===== config.mk =====
export PLATFORM = sky130hd
export DESIGN_NAME = spll_lock_ctrl
export DESIGN_NICKNAME = d
export VERILOG_FILES = /design/src/rtl/spll_lock_ctrl.sv
export SDC_FILE = /design/constraint.sdc
export NUM_CORES = 1
export LEC_CHECK = 0
export BUFFER_PORTS_ARGS = -buffer_cell sky130_fd_sc_hd__buf_2
export CAP_MARGIN = 15
export CORE_UTILIZATION = 57
export DETAILED_ROUTE_END_ITERATION = 8
export PLACE_DENSITY = 0.8
export SKIP_CTS_REPAIR_TIMING = 1
export SYNTH_ARGS = -nofsm -noshare
export SYNTH_HDL_FRONTEND = slang
export SYNTH_SLANG_ARGS = --single-unit

===== constraint.sdc =====
create_clock -name i_clk -period 2.8 [get_ports i_clk]
set_input_delay 0 -clock i_clk [delete_from_list [all_inputs] [get_ports i_clk]]
set_output_delay 0 -clock i_clk [all_outputs]
set_load 0.02 [all_outputs]

===== src/rtl/spll_lock_ctrl.sv =====
// spll_lock_ctrl: sequencing controller for the spll software PLL.
// Loads the initial NCO step, holds the loop disabled while it settles,
// then enables it and gear-shifts the loop gain from wide to narrow
// bandwidth as phase error clears. Declares lock, and recovers from lock
// loss (re-acquire) or a missing reference (reload).
//
// Ports:
//   i_clk        - clock
//   i_rst_n      - asynchronous active-low reset
//   i_start      - start request, honoured only in IDLE
//   i_abort      - return to IDLE, highest priority
//   i_step_init  - initial NCO step, latched on start
//   i_input      - reference signal (synchronous to i_clk)
//   i_err        - spll phase error, 2'b00 = in phase
//   o_ld         - spll load strobe
//   o_step       - spll NCO step
//   o_ce         - spll clock enable
//   o_lgcoeff    - spll loop gain coefficient
//   o_locked     - lock indication
//   o_state      - IDLE=0 LOAD=1 SETTLE=2 ACQ=3 TRACK=4
//   o_relock_cnt - saturating count of lock-loss and timeout events
module spll_lock_ctrl #(
    parameter int unsigned LD_CYCLES     = 250,
    parameter int unsigned SETTLE_CYCLES = 250,
    parameter int unsigned LG_ACQ        = 3,
    parameter int unsigned LG_TRACK      = 6,
    parameter int unsigned LOCK_CNT      = 8,
    parameter int unsigned UNLOCK_CNT    = 4,
    parameter int unsigned EDGE_TIMEOUT  = 1000000
) (
    input  logic        i_clk,
    input  logic        i_rst_n,
    input  logic        i_start,
    input  logic        i_abort,
    input  logic [31:0] i_step_init,
    input  logic        i_input,
    input  logic [1:0]  i_err,
    output logic        o_ld,
    output logic [31:0] o_step,
    output logic        o_ce,
    output logic [4:0]  o_lgcoeff,
    output logic        o_locked,
    output logic [2:0]  o_state,
    output logic [7:0]  o_relock_cnt
);

    typedef enum logic [2:0] {
        IDLE   = 3'd0,
        LOAD   = 3'd1,
        SETTLE = 3'd2,
        ACQ    = 3'd3,
        TRACK  = 3'd4
    } state_t;

    localparam logic [15:0] LD_LAST     = 16'(LD_CYCLES - 1);
    localparam logic [15:0] SETTLE_LAST = 16'(SETTLE_CYCLES - 1);
    localparam logic [23:0] TMO_LAST    = 24'(EDGE_TIMEOUT - 1);
    localparam logic [7:0]  LOCK_N      = 8'(LOCK_CNT);
    localparam logic [7:0]  UNLOCK_N    = 8'(UNLOCK_CNT);
    localparam logic [4:0]  LG_ACQ_V    = 5'(LG_ACQ);
    localparam logic [4:0]  LG_TRACK_V  = 5'(LG_TRACK);

    state_t      state, state_nxt;
    logic        input_q;
    logic [15:0] phase_cnt, phase_cnt_nxt;
    logic [23:0] tmo_cnt, tmo_cnt_nxt;
    logic [7:0]  good_cnt, good_cnt_nxt;
    logic [7:0]  bad_cnt, bad_cnt_nxt;
    logic [4:0]  lg, lg_nxt;
    logic [31:0] step, step_nxt;
    logic [7:0]  relock, relock_nxt, relock_inc;
    logic        ld_q, ce_q, locked_q;

    logic        ref_edge;
    logic        clean;
    logic        tmo_hit;
    logic [7:0]  good_inc, bad_inc;

    assign ref_edge   = i_input & ~input_q;
    assign clean      = (i_err == 2'b00);
    // An edge on the terminal-count cycle keeps the loop alive.
    assign tmo_hit    = ~ref_edge & (tmo_cnt == TMO_LAST);
    assign good_inc   = good_cnt + 8'd1;
    assign bad_inc    = bad_cnt + 8'd1;
    assign relock_inc = (relock == 8'hFF) ? relock : relock + 8'd1;

    always_comb begin
        state_nxt     = state;
        phase_cnt_nxt = phase_cnt;
        tmo_cnt_nxt   = tmo_cnt;
        good_cnt_nxt  = good_cnt;
        bad_cnt_nxt   = bad_cnt;
        lg_nxt        = lg;
        step_nxt      = step;
        relock_nxt    = relock;

        if (i_abort) begin
            state_nxt     = IDLE;
            phase_cnt_nxt = '0;
            tmo_cnt_nxt   = '0;
            good_cnt_nxt  = '0;
            bad_cnt_nxt   = '0;
            lg_nxt        = LG_ACQ_V;
        end else begin
            case (state)
                IDLE: begin
                    if (i_start) begin
                        step_nxt      = i_step_init;
                        state_nxt     = LOAD;
                        phase_cnt_nxt = '0;
                    end
                end
                LOAD: begin
                    if (phase_cnt == LD_LAST) begin
                        state_nxt     = SETTLE;
                        phase_cnt_nxt = '0;
                    end else begin
                        phase_cnt_nxt = phase_cnt + 16'd1;
                    end
                end
                SETTLE: begin
                    if (phase_cnt == SETTLE_LAST) begin
                        state_nxt     = ACQ;
                        phase_cnt_nxt = '0;
                        lg_nxt        = LG_ACQ_V;
                        good_cnt_nxt  = '0;
                        tmo_cnt_nxt   = '0;
                    end else begin
                        phase_cnt_nxt = phase_cnt + 16'd1;
                    end
                end
                ACQ, TRACK: begin
                    tmo_cnt_nxt = ref_edge ? '0 : tmo_cnt + 24'd1;
                    // Timeout and lock loss are mutually exclusive here
                    // (timeout needs no edge, lock loss needs one), so the
                    // relock counter steps at most once per cycle.
                    if (tmo_hit) begin
                        state_nxt     = LOAD;
                        phase_cnt_nxt = '0;
                        tmo_cnt_nxt   = '0;
                        good_cnt_nxt  = '0;
                        bad_cnt_nxt   = '0;
                        lg_nxt        = LG_ACQ_V;
                        relock_nxt    = relock_inc;
                    end else if (ref_edge) begin
                        if (state == ACQ) begin
                            if (!clean) begin
                                good_cnt_nxt = '0;
                            end else if (good_inc == LOCK_N) begin
                                good_cnt_nxt = '0;
                                if (lg == LG_TRACK_V) begin
                                    state_nxt   = TRACK;
                                    bad_cnt_nxt = '0;
                                end else begin
                                    lg_nxt = lg + 5'd1;
                                end
                            end else begin
                                good_cnt_nxt = good_inc;
                            end
                        end else begin
                            if (clean) begin
                                bad_cnt_nxt = '0;
                            end else if (bad_inc == UNLOCK_N) begin
                                state_nxt    = ACQ;
                                bad_cnt_nxt  = '0;
                                good_cnt_nxt = '0;
                                lg_nxt       = LG_ACQ_V;
                                relock_nxt   = relock_inc;
                            end else begin
                                bad_cnt_nxt = bad_inc;
                            end
                        end
                    end
                end
                default: begin
                    state_nxt = IDLE;
                end
            endcase
        end
    end

    always_ff @(posedge i_clk or negedge i_rst_n) begin
        if (!i_rst_n) begin
            state     <= IDLE;
            input_q   <= 1'b0;
            phase_cnt <= '0;
            tmo_cnt   <= '0;
            good_cnt  <= '0;
            bad_cnt   <= '0;
            lg        <= LG_ACQ_V;
            step      <= '0;
            relock    <= '0;
            ld_q      <= 1'b0;
            ce_q      <= 1'b0;
            locked_q  <= 1'b0;
        end else begin
            state     <= state_nxt;
            input_q   <= i_input;
            phase_cnt <= phase_cnt_nxt;
            tmo_cnt   <= tmo_cnt_nxt;
            good_cnt  <= good_cnt_nxt;
            bad_cnt   <= bad_cnt_nxt;
            lg        <= lg_nxt;
            step      <= step_nxt;
            relock    <= relock_nxt;
            // Strobes are decoded from the next state so they stay registered
            // and are aligned with o_state.
            ld_q      <= (state_nxt == LOAD);
            ce_q      <= (state_nxt == ACQ) || (state_nxt == TRACK);
            locked_q  <= (state_nxt == TRACK);
        end
    end

    assign o_ld         = ld_q;
    assign o_step       = step;
    assign o_ce         = ce_q;
    assign o_lgcoeff    = lg;
    assign o_locked     = locked_q;
    assign o_state      = state;
    assign o_relock_cnt = relock;

endmodule


Word level (Yosys, flattened, before mapping)
Cells that the tools add are included.
Widths: inputs -> output; s select.
- bits in writable memories: 0
- word-level logic and storage cells: 129
- memory bits (read-only): 0
- memories: 0
- input port bits: 39
- bits in registers: 108
- bits in latches: 0
- multipliers: 0
- mux-type cells: 60
- shifts and indexed selects: 0
- equal/unequal tests: 28
- add/subtract/negate cells: 6
- order comparisons: 0
- reduce and logical (&&, ||, !) cells: 18
- divide/modulo/power cells: 0
- bitwise gates (word level): 5
- operators by type and width (operator ; number):
    $mux 8 ; 25
    $mux 24 ; 4
    $mux 16 ; 4
    $mux 5 ; 10
    $pmux 16 s3 ; 1
    $pmux 24 s2 ; 1
    $mux 3 ; 12
    $ne 5x5->1 const B ; 6
    $add 24x1->24 const B ; 1
    $add 8x1->8 const B ; 3
    $eq 24x20->1 const B ; 1
    $add 16x1->16 const B ; 1
    $eq 16x8->1 const B ; 1
    $pmux 8 s2 ; 1
    $pmux 3 s4 ; 1
    $pmux 5 s2 ; 1
    $reduce_and 5->1 ; 2
    $eq 3x2->1 const B ; 3
    $ne 3x3->1 const B ; 3
    $eq 8x3->1 const B ; 1
    $eq 8x4->1 const B ; 1
    $eq 8x8->1 const B ; 1
    $ne 4x3->1 const B ; 2
    $ne 4x4->1 const B ; 2
    other kinds (19) ; 29

Logic depth before layout (Yosys ltp)
- depth in word-level cells: 11
- depth in mapped cells: 10
- gate-level depth less buffers: 8

Least setup slack after synthesis
Ideal clock, no wire load.
- path kind: register to register
- start: register bad_cnt[0]
- end: register good_cnt[3]
- data required time: 2.708 ns
- stages on the path, launching flop included: 8
- setup time: 0.092 ns
- arrival time: 2.487 ns
- path slack: 0.221 ns
- cells stage by stage: dfrtp_1 > ha_1 > or4b_1 > or4_1 > a22oi_1 > o21ai_2 > or4_4 > o31ai_2
- cells in the longest elaborated chain, start to end: 4
- ends and longest elaborated chain (what ; RTL line ; source):
    from (decl) ; 68 ; logic [7:0] bad_cnt, bad_cnt_nxt;
    from (signal assigned) ; 202 ; bad_cnt <= bad_cnt_nxt;
    $add 8x1->8 ; 84 ; assign bad_inc = bad_cnt + 8'd1;
    $eq 8x3->1 ; 163 ; end else if (bad_inc == UNLOCK_N) begin
    $ne 5x5->1 (no line) ; -- ;
    $reduce_and 5->1 (no line) ; -- ;
    to (signal assigned) ; 201 ; good_cnt <= good_cnt_nxt;
    to (decl) ; 67 ; logic [7:0] good_cnt, good_cnt_nxt;
Every way passes these cells.
A chain may end at the register's enable or synchronous reset.

Worst setup path in the final report
Ends and elaborated chain as after synthesis.

==> results.yml <==
run_status:
  outcome: "finished clean"
synthesis:
  ys_seq_area_share_pct: 47.5
  ys_top_cells_by_area: "dfrtp_1 (47%), mux2_2 (6.3%), o21ai_1 (3.6%)"
  synth-edff-count: 0
  synthCells: 594
  netlist-cell-type-count: 64
  synth_top_cell_by_area: "dfrtp_1"
  ys_ff_latch: 108
  syn_nets: 642
  synthTopCellsByCount: "dfrtp_1 (106), nand2_1 (54), nor2_1 (42), o21ai_1 (41), nand3_1 (33)"
  synth_top_cell_area_share_pct: 46.6
  ys.flop_type: "dfrtp_1"
  ys_warn_count: 0
  synthArstFlopShare_pct: 100
  synth_most_common_cell: "dfrtp_1"
  syn_avg_cell_area_um2: 9.58
  synth.cell_area_um2: 5690
setup_path:
  slowest_stage: "or4_1"
  startpoint: "bad_cnt[0]"
  cp-start-kind: "register"
  timing.reg2reg.setup_slack_ns: 0.12
  critPathBufInv: 0
  crit_chain: "ha_2, or4b_1, or4_1, a22oi_2, o21ai_2, or4_4, o31ai_2"
  cp_data_arrival_time_ns: 3.00
  endpoint: "good_cnt[3]"
  critical_path_depth: 7
  worstRegToRegCells: 7
  rr_endpoint: "good_cnt[3]"
  r2r-start: "bad_cnt[0]"
  cp-end-kind: "register"
  crit_path_max_fanout: 5
  criticalPathCategory: "register to register"
  cp_top_family: "simple AND/OR/NAND/NOR gates"
  required_ns: 3.12
  cpPeakStageDelay_ns: 0.57
floorplanning:
  die-area_um2: 10400
  die_h_um: 102
  initial_core_util_pct: 58.5
  die_x_um: 102
  num_rows: 36
  core_um2: 9730
  num_io_pins: 90
global_routing:
  grt_use_total_pct: 27.3
  grt_pass1_wl_um: 22100
  antenna_found_initial: 0
  grt_pass1_vias: 4728
  grt_max_degree: 56
  overflow: 0
worst_hold_path:
  holdCritPathClass: "input pin to register"
timing:
  fmax_ghz: 0.373
  tightestPinTransition_ns: 0.754
  skew_ns: 0.0160
  fin_crit_sh_pct: 95.9
  hold_violations: 0
  hold_slack_ns: 0.0474
  finalWorstSetupSlack_ns: 0.116
  setup_violations: 0
  period_needed_ns: 2.68
  max-slew-margin-rel_pct: 49.6
  drv_slew: 0
routing:
  first_pass_iters: 6
  vias: 5405
  avgViaCountPerCell: 6.23
  routed_wirelength_um: 15800
  drtAntennaViolNets: 0
  drtIter0Drc: 415
  wl_per_cell_um: 18.2
  drc: 0
clock_network:
  root_buffer: "clkbuf_8"
  h-tree-depth: 3
  clockBufferDepth: 2
  cts_tree: "built"
  clk-insertion-delay-late_ns: 0.41
  cts.clk_slew.worst_paths_ns: 0.11
  cts_sinks: 108
  cts_buffers: 9
power:
  ir_drop_v: 0.000285
  cellPowerDensity_nw_per_um2: 463
  p_leak_uw: 0.00306
layout:
  fillers: 751
  layout-drive-gt1-share_pct: 24.9
  finalNonFillerCells: 867
  final_nets: 778
  diodes: 0
  stdcell_area_um2: 6970
  synthToLayoutAreaGrowth_pct: 22.5
place:
  place.gp.congestion: 0.930
  placed_area_um2: 6420
  placed_cells: 817
  numPortBuffers: 89
  dp_slack_ns: 0.0810
  dp_hpwl_um: 9970
job:
  max_cap_viol_count: 0
==> logic make-up after synthesis <==
group / Yosys count / share of synthesized area (%)
buf+inv: 32 / 2.26
simple gates: 250 / 23.1
compound gates: 143 / 15.6
flops: 108 / 47.5
xor+xnor: 17 / 2.62
mux: 35 / 6.88
fa+ha+maj: 9 / 1.98
==> how the worst min path moves through the flow <==
stage	start	endpoint	slack (ns)	cells after the start
final	i_start	o_state[0]	0.05	4
after CTS	i_rst_n	o_state[2]	-0.31	1
after global routing	i_start	o_state[0]	0.06	4
after global placement	i_rst_n	bad_cnt[3]	0.1	1
after floorplan	i_rst_n	bad_cnt[0]	-0.30	0
after detailed placement	i_rst_n	bad_cnt[3]	0.10	1
==> flip-flops by register name, summed over array words and instances, names as in the netlist, 3 cells and up <==
name / count
o_step: 32
bad_cnt: 8
o_state: 3
good_cnt: 8
o_lgcoeff: 5
o_relock_cnt: 8
tmo_cnt: 24
phase_cnt: 16
==> stage by stage <==
| step | TNS [ns] | utilization [%] | power (uW) |
|---|---|---|---|
| 6_report | 0 | 71.7 | 3230 |
| 5_1_grt | -0.00870 | 71.7 | 3340 |
| 4_1_cts | 0 | 67.9 | 3150 |
| 3_5_place_dp | 0 | 66.0 | 2210 |
| 3_3_place_gp | 0 | 66.0 | 2190 |
| 2_1_floorplan | 0 | - | 2000 |
==> cells in the final DEF (no fill, tap or decap), types with 4 or more instances in the layout <==
master         count
inv_1              9
mux2_2            32
clkbuf_8           9
dlygate4sd3_1     34
xnor2_1           11
buf_4             24
o21ai_1           41
and3_1            13
ha_1               8
nand2b_1           5
or3_1              9
buf_2             88
nor4_1             7
o21ai_0           20
nor4b_1            4
nand2_1           54
a31oi_1           15
dfrtp_1          106
or2_2              5
o31ai_1           11
nand4_1           20
xor2_1             6
nor3_1            30
a21oi_1           23
nand3_1           33
nor2_1            42
==> worst reg2reg max path, delay by kind of cell (launching register included) <==
kind / cells / cell delay (ns)
compound gates: 3 / 0.46
fa+ha+maj: 1 / 0.23
flops: 1 / 0.42
simple gates: 3 / 1.50
==> report_power, final <==
part           internal, uW  total, uW  switching (uW)
registers              1650       1710            56.5
logic                   221        539             318
clock network           416        980             564
total                  2290       3230             939
==> per-layer routing <==
| layer | track usage (%) | vias to the layer above | wire [um] |
|---|---|---|---|
| li1 | - | 2475 | - |
| met5 | 0 | - | 0 |
| met4 | 9.45 | 0 | 512 |
| met3 | 5.81 | 51 | 948 |
| met2 | 46.2 | 259 | 8080 |
| met1 | 34.9 | 2620 | 6250 |
==> layout make-up <==
class	count	area, um^2	share of cell area [%]
sequential	108	2710	38.8
tap	133	166	2.39
clock buffer	10	128	1.83
timing repair buffer	148	1000	14.4
multi-input combinational	454	2880	41.3
inverter	9	33.8	0.484
clock inverter	5	62.6	0.897
Note: power is estimated with default switching activity, not from simulation.
